===== src/rtl/johnson_sequencer.sv =====
// ---------------------------------------------------------------------------
// johnson_sequencer
//
// Bidirectional shift-sequence generator. At run time it can be a Johnson
// (twisted-ring, 2*WIDTH states) counter or a ring (one-hot, WIDTH states)
// counter. It also provides:
//   - a synchronous load,
//   - detection and self-correction of illegal states,
//   - a binary phase index,
//   - a terminal-count strobe.
//
// Ports
//   clk         rising-edge clock
//   rst_n       asynchronous active-low reset (count -> home, err -> 0)
//   enable      advance one step this cycle
//   dir         1 = forward (shift right), 0 = reverse (shift left)
//   mode        0 = Johnson, 1 = ring
//   load        synchronous load of load_value; overrides enable
//   load_value  value to load (an illegal value loads home and flags err)
//   count       registered sequence state
//   phase       binary position of count within the current mode's sequence
//   legal       count is a legal state for the current mode
//   tc          next advance wraps through phase 0
//   err         one-cycle registered pulse after a correcting edge
// ---------------------------------------------------------------------------
module johnson_sequencer #(
  parameter int WIDTH = 4,
  parameter int PW    = $clog2(2*WIDTH)
) (
  input  logic             clk,
  input  logic             rst_n,
  input  logic             enable,
  input  logic             dir,
  input  logic             mode,
  input  logic             load,
  input  logic [WIDTH-1:0] load_value,
  output logic [WIDTH-1:0] count,
  output logic [PW-1:0]    phase,
  output logic             legal,
  output logic             tc,
  output logic             err
);

  // Home state is legal in both modes and is phase 0 in both.
  localparam logic [WIDTH-1:0] HOME   = {1'b1, {(WIDTH-1){1'b0}}};
  localparam logic [PW-1:0]    LAST_J = PW'(2*WIDTH-1);
  localparam logic [PW-1:0]    LAST_R = PW'(WIDTH-1);

  logic [WIDTH-1:0] r_count;
  logic             r_err;
  logic             w_legal;
  logic [PW-1:0]    w_phase;
  logic [PW-1:0]    w_last;
  logic [WIDTH-1:0] w_next;
  logic             w_load_ok;

  // Number of set bits in v.
  function automatic int f_ones(input logic [WIDTH-1:0] v);
    int n;
    n = 0;
    for (int i = 0; i < WIDTH; i++) begin
      if (v[i]) n = n + 1;
    end
    return n;
  endfunction

  // Legality check.
  //   Johnson: at most one transition between adjacent bits.
  //   Ring:    exactly one bit set.
  function automatic logic f_legal(input logic [WIDTH-1:0] v, input logic m);
    int trans;
    logic ok;
    trans = 0;
    for (int i = 0; i < WIDTH-1; i++) begin
      if (v[i+1] != v[i]) trans = trans + 1;
    end
    if (m) ok = (f_ones(v) == 1);
    else   ok = (trans <= 1);
    return ok;
  endfunction

  // Phase index within the current mode's sequence; 0 for an illegal state.
  // Johnson states with MSB=1 form the fill half (ones-1). States with
  // MSB=0 form the drain half (WIDTH+zeros-1).
  function automatic logic [PW-1:0] f_phase(input logic [WIDTH-1:0] v,
                                            input logic m);
    int ones;
    int idx;
    ones = f_ones(v);
    idx  = 0;
    if (f_legal(v, m)) begin
      if (m) begin
        for (int i = 0; i < WIDTH; i++) begin
          if (v[WIDTH-1-i]) idx = i;
        end
      end else if (v[WIDTH-1]) begin
        idx = ones - 1;
      end else begin
        idx = WIDTH + (WIDTH - ones) - 1;
      end
    end
    return PW'(idx);
  endfunction

  // One step of the sequence. The bit fed back is inverted in Johnson mode
  // and passed straight through in ring mode.
  function automatic logic [WIDTH-1:0] f_next(input logic [WIDTH-1:0] v,
                                               input logic d,
                                               input logic m);
    logic [WIDTH-1:0] nv;
    if (d) nv = {(m ? v[0] : ~v[0]), v[WIDTH-1:1]};
    else   nv = {v[WIDTH-2:0], (m ? v[WIDTH-1] : ~v[WIDTH-1])};
    return nv;
  endfunction

  always_comb begin
    w_legal   = f_legal(r_count, mode);
    w_phase   = f_phase(r_count, mode);
    w_last    = mode ? LAST_R : LAST_J;
    w_next    = f_next(r_count, dir, mode);
    w_load_ok = f_legal(load_value, mode);
  end

  // State update. Priority: load, then correction, then advance, then hold.
  // An illegal count with enable=0 simply holds; it is corrected only when
  // the sequencer is next asked to move.
  always_ff @(posedge clk or negedge rst_n) begin
    if (!rst_n) begin
      r_count <= HOME;
      r_err   <= 1'b0;
    end else if (load) begin
      r_count <= w_load_ok ? load_value : HOME;
      r_err   <= ~w_load_ok;
    end else if (enable) begin
      r_count <= w_legal ? w_next : HOME;
      r_err   <= ~w_legal;
    end else begin
      r_err   <= 1'b0;
    end
  end

  assign count = r_count;
  assign err   = r_err;
  assign legal = w_legal;
  assign phase = w_phase;
  // Wrap point: last phase going forward, phase 0 going in reverse.
  assign tc    = enable & ~load & w_legal &
                 (dir ? (w_phase == w_last) : (w_phase == '0));

endmodule

===== config.mk =====
export PLATFORM = sky130hd
export DESIGN_NAME = johnson_sequencer
export DESIGN_NICKNAME = d
export VERILOG_FILES = /design/src/rtl/johnson_sequencer.sv
export SDC_FILE = /design/constraint.sdc
export NUM_CORES = 1
export LEC_CHECK = 0
export CELL_PAD_IN_SITES_DETAIL_PLACEMENT = 0
export CELL_PAD_IN_SITES_GLOBAL_PLACEMENT = 2
export CORE_UTILIZATION = 31
export CTS_BUF_LIST = sky130_fd_sc_hd__clkbuf_16
export DETAILED_ROUTE_END_ITERATION = 16
export PLACE_DENSITY = 0.91
export SLEW_MARGIN = 15
export SYNTH_ARGS = -nofsm -noshare
export SYNTH_HDL_FRONTEND = slang
export SYNTH_SLANG_ARGS = --single-unit

===== constraint.sdc =====
create_clock -name clk -period 7.65 [get_ports clk]
set_input_delay 0.765 -clock clk [delete_from_list [all_inputs] [get_ports clk]]
set_output_delay 0.765 -clock clk [all_outputs]
set_load 0.1 [all_outputs]

==> results of run 1 <==
tightest hold or removal path, delay by kind of cell (launching register included):
kind	cells	cell delay, ns
flip-flops	1	0.43
AND/OR/NAND/NOR	1	0.08
AO/OA/AOI/OAI	1	0.08
state kept, by name, summed over array words and instances (netlist names):
register  count
count         4
err           1
cells by family (layout without fill, tap and decap cells):
kind of cell	Yosys count	count (layout)	share of synthesized area
simple gates	30	30	0.184
compound gates	24	24	0.210
buf+inv	16	34	0.0851
fa+ha+maj	13	13	0.184
xor+xnor	11	11	0.136
mux	5	5	0.0567
flops	5	5	0.143
where the power goes:
part	switching (mW)	internal, mW	leakage, nW
combinational	0.185	0.0893	0.436
sequential	0.0114	0.0323	0.0625
clock	0.0160	0.0676	0.0423
worst paths after layout:
path | startpoint | end | slack [ns] | cells past startpoint
hold reg to reg | count[1] | count[1] | 0.63 | 2
max in group asynchronous | rst_n | count[3] | 6.65 | 1
hold / removal | count[1] | count[1] | 0.63 | 2
min in group asynchronous | rst_n | count[1] | 0.76 | 1
setup / recovery | count[0] | tc | 2.77 | 12
setup reg to reg | count[0] | count[1] | 5.06 | 9
metal layers:
metal | wire length [um] | vias up | global-route usage
met1 | 865 | 373 | 0.164
met5 | 0 | - | 0
met3 | 61 | 0 | 0.0304
met2 | 941 | 15 | 0.232
met4 | 0 | 0 | 0.0214
li1 | - | 396 | -
per-stage QoR:
| step | hold WS [ns] | utilization |
|---|---|---|
| floorplan | 0.469 | - |
| global placement | 0.615 | 0.415 |
| detailed placement | 0.620 | 0.415 |
| CTS | 0.630 | 0.446 |
| global route | 0.683 | 0.446 |
| finish | 0.628 | 0.446 |
cell usage in the layout, fill, tap and decap left out, drive strengths merged, types with 2 or more instances in the layout:
cell and n:
clkbuf 3, nand2b 2, or2 2, nand2 7, o21ai 3, xnor2 5, dfrtp 4, nor2 6
o221ai 3, nand3 3, xor2 5, ha 13, o21bai 2, clkdlybuf4s50 19, a21oi 5, mux2i 5
inv 12, and2 4, a21o 2, nor2b 4
final cells by class:
type                       instances  area, um^2  area share
multi-input combinational         83         681       0.589
timing repair buffer              19         190       0.165
sequential                         5         126       0.109
clock buffer                       3        75.1      0.0650
inverter                          11        41.3      0.0358
tap                               30        37.5      0.0325
clock inverter                     1        3.75     0.00325
==> metrics.txt, run 1 <==
measured slew at the worst slew-check pin ~0.97 ns; Global Route Usage Sum 0.131; core area about 2600 um^2; IO Port Bufs 19; top cells by count, synth ha_1 (13), inv_1 (11), nand2_1 (7), nor2_1 (6); post-CTS setup repair buffer count 0; post-DR wirelength/cell approximately 12 um; cts repair resizes 0; Clock Skew around 0.00013 ns; crit-path cells ha_1 -> nor2b_1 -> or2_2 -> ha_1 -> mux2i_1 -> ha_1 -> a21oi_1 -> o31ai_1 -> a21o_1 -> a211o_1 -> a21oi_2 -> clkdlybuf4s50_1; Placed Area approximately 1100 um^2; final net count around 150; worst endpoint data arrival time ~4.1 ns; top post-synthesis cells by area ha_1 (18%), dfrtp_1 (11%), mux2i_1 (5.7%), xor2_1 (5.0%), inv_1 (4.7%); Worst Path Buf+Inv 1; Synth Area per Inst ~8.5 um^2; total number of vias just under 800; Detailed Routing Iterations Pass 1 4; Final Non-Filler Cells around 150; Crit Path Category reg2out; CP startpoint kind flip-flop; final setup vio count 0; Synth cell types 39; Rows 18; ratio of cells with drive above 1 in the final layout 0.0902; Fmax 205 MHz; PD cells ~350 nW/um^2; total die area 3060 um^2; total placed cells including tap cells around 150; Synth Flop Type dfrtp_1; Vias/cell 5.16; Required @ worst endpoint around 6.9 ns; Iteration-0 DRC Markers 6; Max Buffers Root-to-Sink 2; max cap viols 0; status completed; Die Span Y ~55 um; post-route ant nets 0; leakage ~0.54 nW; Syn-to-layout area delta 30.9%; Worst VDD drop between 0.2 and 0.25 mV; CTS tree built; CTS Buf Count 3; Skew-Pair Late Insertion Delay between 0.2 and 0.25 ns; Mapped Area slightly below 900 um^2; hpwl dp 1.53 mm; pre-CTS WS approximately 3 ns; cell count after synthesis around 100; number of synthesized flops with an enable pin 0; relative slew slack 0.353; first-pass GRT wire length approximately 3.3 mm; H-tree levels 1; overall power between 400 and 500 uW; gpl congestion between 0.7 and 0.8; number of global-route vias before repair 781; initial antenna violation count 0; worst setup margin 2.77 ns; Clock Tree Root clkbuf_16; CP peak stage delay 1.14 ns; Die Wd between 50 and 60 um; asr flop ratio synth 1.00; Hold Buf Count CTS 0; fin crit share 0.638; FF+latch count, synth 5; DRC Markers 0; Remaining Overflow, GRT 0; most frequent cell after synthesis ha_1; largest net degree at the start of global routing 13; Clock transition at path regs 0.03 ns; sequential share of the synthesized area 0.143; Max Slew Vio Count 0; CP max-delay cell clkdlybuf4s50_1; FILL cells approximately 260; unrepaired setup endpoints after global routing false; CP most frequent cell ha_1; Yosys Warn Count 0; final hold violations 0; CP endpoint kind primary output; Final Critical Period between 4 and 5 ns; CTS sink count 5; setup TNS 0 ns; worst min-delay path category reg2reg; syn_nets ~130; Initial Util 0.341; Antenna Cells 0; fin area around 1200 um^2; Synth top area share 0.184; io pins 20; cell family with most CP delay buffers and inverters; peak fanout along the critical path 7; WL final approximately 1.9 mm; Synth area leader ha_1
Note: power is estimated with default switching activity, not from simulation.
==> inputs of run 2 (changes only) <==
--- a/config.mk
+++ b/config.mk
@@ -7,10 +7,10 @@
 export LEC_CHECK = 0
 export CELL_PAD_IN_SITES_DETAIL_PLACEMENT = 0
 export CELL_PAD_IN_SITES_GLOBAL_PLACEMENT = 2
-export CORE_UTILIZATION = 31
+export CORE_UTILIZATION = 29
 export CTS_BUF_LIST = sky130_fd_sc_hd__clkbuf_16
 export DETAILED_ROUTE_END_ITERATION = 16
-export PLACE_DENSITY = 0.91
+export PLACE_DENSITY = 0.87
 export SLEW_MARGIN = 15
 export SYNTH_ARGS = -nofsm -noshare
 export SYNTH_HDL_FRONTEND = slang
==> constraint.sdc (replaced) <==
create_clock -name clk -period 5.1 [get_ports clk]
set_input_delay 0.51 -clock clk [delete_from_list [all_inputs] [get_ports clk]]
set_output_delay 0.51 -clock clk [all_outputs]
set_load 0.1 [all_outputs]
==> metrics.txt, run 2 (synthesized netlist as in run 1, its figures left out) <==
status finished, violations left; failing checks DRC; Seq pwr share 0.111; Reg2Reg Depth 9; IO Port Bufs 19; Worst Path Buf+Inv 1; overall power between 600 and 700 uW; io pins 20; R2R Setup Slk ~2.5 ns; Required @ worst endpoint 4.59 ns; max cap viols 0; Clock Tree Root clkbuf_16; pre-CTS WS 1.19 ns; DRC Markers 6; largest net degree at the start of global routing 13; CTS tree built; PD cells around 520 nW/um^2; power share of the clock group 0.209; fin crit share 0.817; design internal power about 280 uW; leakage approximately 0.54 nW; CTS sink count 5; Initial Util 0.312; Clock transition at path regs about 0.03 ns; Hold Buf Count CTS 0; Iteration-0 DRC Markers 16; unrepaired setup endpoints after global routing false; CP max-delay cell clkdlybuf4s50_1; Rows 19; Psw around 320 uW; core area between 2000 and 3000 um^2; Vias/cell about 4.9; post-route ant nets 0; max FFs per register 4; FILL cells slightly below 300; CP most frequent cell ha_1; Syn-to-layout area delta 30.5%; worst endpoint data arrival time about 3.7 ns; Crit Path Category reg2out; H-tree levels 1; reg2reg start count[0]; cell family with most CP delay buffers and inverters; final setup vio count 0; hpwl dp around 1.6 mm; initial antenna violation count 0; setup TNS 0 ns; CP peak stage delay 0.96 ns; Global Route Usage Sum 0.137; measured slew at the worst slew-check pin about 0.97 ns; crit-path cells ha_1 -> nor2b_1 -> or2_2 -> ha_1 -> mux2i_1 -> ha_1 -> a21oi_1 -> o31ai_1 -> and2_1 -> and2_1 -> clkdlybuf4s50_1; Fmax 240 MHz; Gate power share 0.681; Final Critical Period between 4 and 5 ns; Final Non-Filler Cells 153; Remaining Overflow, GRT 0; total die area ~3300 um^2; Max Slew Vio Count 0; CP endpoint kind primary output; Die Span Y between 50 and 60 um; number of global-route vias before repair between 700 and 800; Worst VDD drop 0.208 mV; WL final 1.97 mm; Max Buffers Root-to-Sink 2; Antenna Cells 0; final hold violations 0; CTS Buf Count 3; Skew-Pair Late Insertion Delay roughly 0.23 ns; Die Wd 57.2 um; r2r endpoint count[0]; most frequent cells in the layout clkdlybuf4s50_1 (17), ha_1 (13), inv_1 (12); ratio of cells with drive above 1 in the final layout 0.107; switching share of power 0.531; cts repair resizes 0; relative slew slack 0.350; worst min-delay path category in2async; final net count 146; Clock Skew about 0.00008 ns; first-pass GRT wire length roughly 3.3 mm; CP startpoint kind flip-flop; post-CTS setup repair buffer count 0; total placed cells including tap cells about 150; worst setup margin approximately 0.93 ns; total number of vias 754; commonest non-fill, non-tap cell in the layout clkdlybuf4s50_1; gpl congestion approximately 0.73; Detailed Routing Iterations Pass 1 10; post-DR wirelength/cell 12.9 um; peak fanout along the critical path 7
## run 2: changes by cell type in the layout (fill, tap and decap cells not counted)
cell             before  now
buf_4                 0    2
clkdlybuf4s50_1      19   17
## run 2: routing by layer
metal,vias to the layer above,GRT usage,share of wire
met4,0,0.0627,0.0041
met3,2,0.0385,0.042
li1,396,-,-
met5,-,0,0
met2,17,0.217,0.47
met1,339,0.172,0.49
## run 2: area by class of cell
| type | instances | area [um^2] | share of cell area |
|---|---|---|---|
| clock buffers | 3 | 75.1 | 0.0652 |
| inverters | 11 | 41.3 | 0.0359 |
| flip-flops and latches | 5 | 126 | 0.110 |
| multi-input cells | 83 | 681 | 0.591 |
| clock inverters | 1 | 3.75 | 0.00326 |
| well taps | 31 | 38.8 | 0.0337 |
| repair buffers | 19 | 185 | 0.161 |
## run 2: worst max path at each step
stage / from / endpoint / slack [ns] / cells past startpoint
floorplan: count[1] / tc / 0.09 / 11
global route: count[0] / phase[1] / 0.76 / 11
CTS: count[0] / phase[1] / 0.93 / 11
global placement: count[0] / phase[1] / 1.26 / 11
detailed placement: count[0] / phase[1] / 1.19 / 11
finish: count[0] / phase[1] / 0.93 / 11
## run 2: power by group through the flow
stage          Clock, mW  Sequential (mW)  Combinational [mW]
5_1_grt            0.130           0.0690               0.438
3_5_place_dp           0           0.0670               0.411
6_report           0.125           0.0664               0.409
3_3_place_gp           0           0.0668               0.404
4_1_cts            0.127           0.0666               0.413
2_1_floorplan          0            0.109               0.285
## run 2: through the flow
stage / util / area, um^2 / hold WS, ns
finish: 0.407 / 1150 / 0.510
detailed placement: 0.379 / 1070 / 0.650
floorplan: - / 882 / 0.214
global placement: 0.379 / 1070 / 0.624
CTS: 0.407 / 1150 / 0.515
global route: 0.407 / 1150 / 0.524
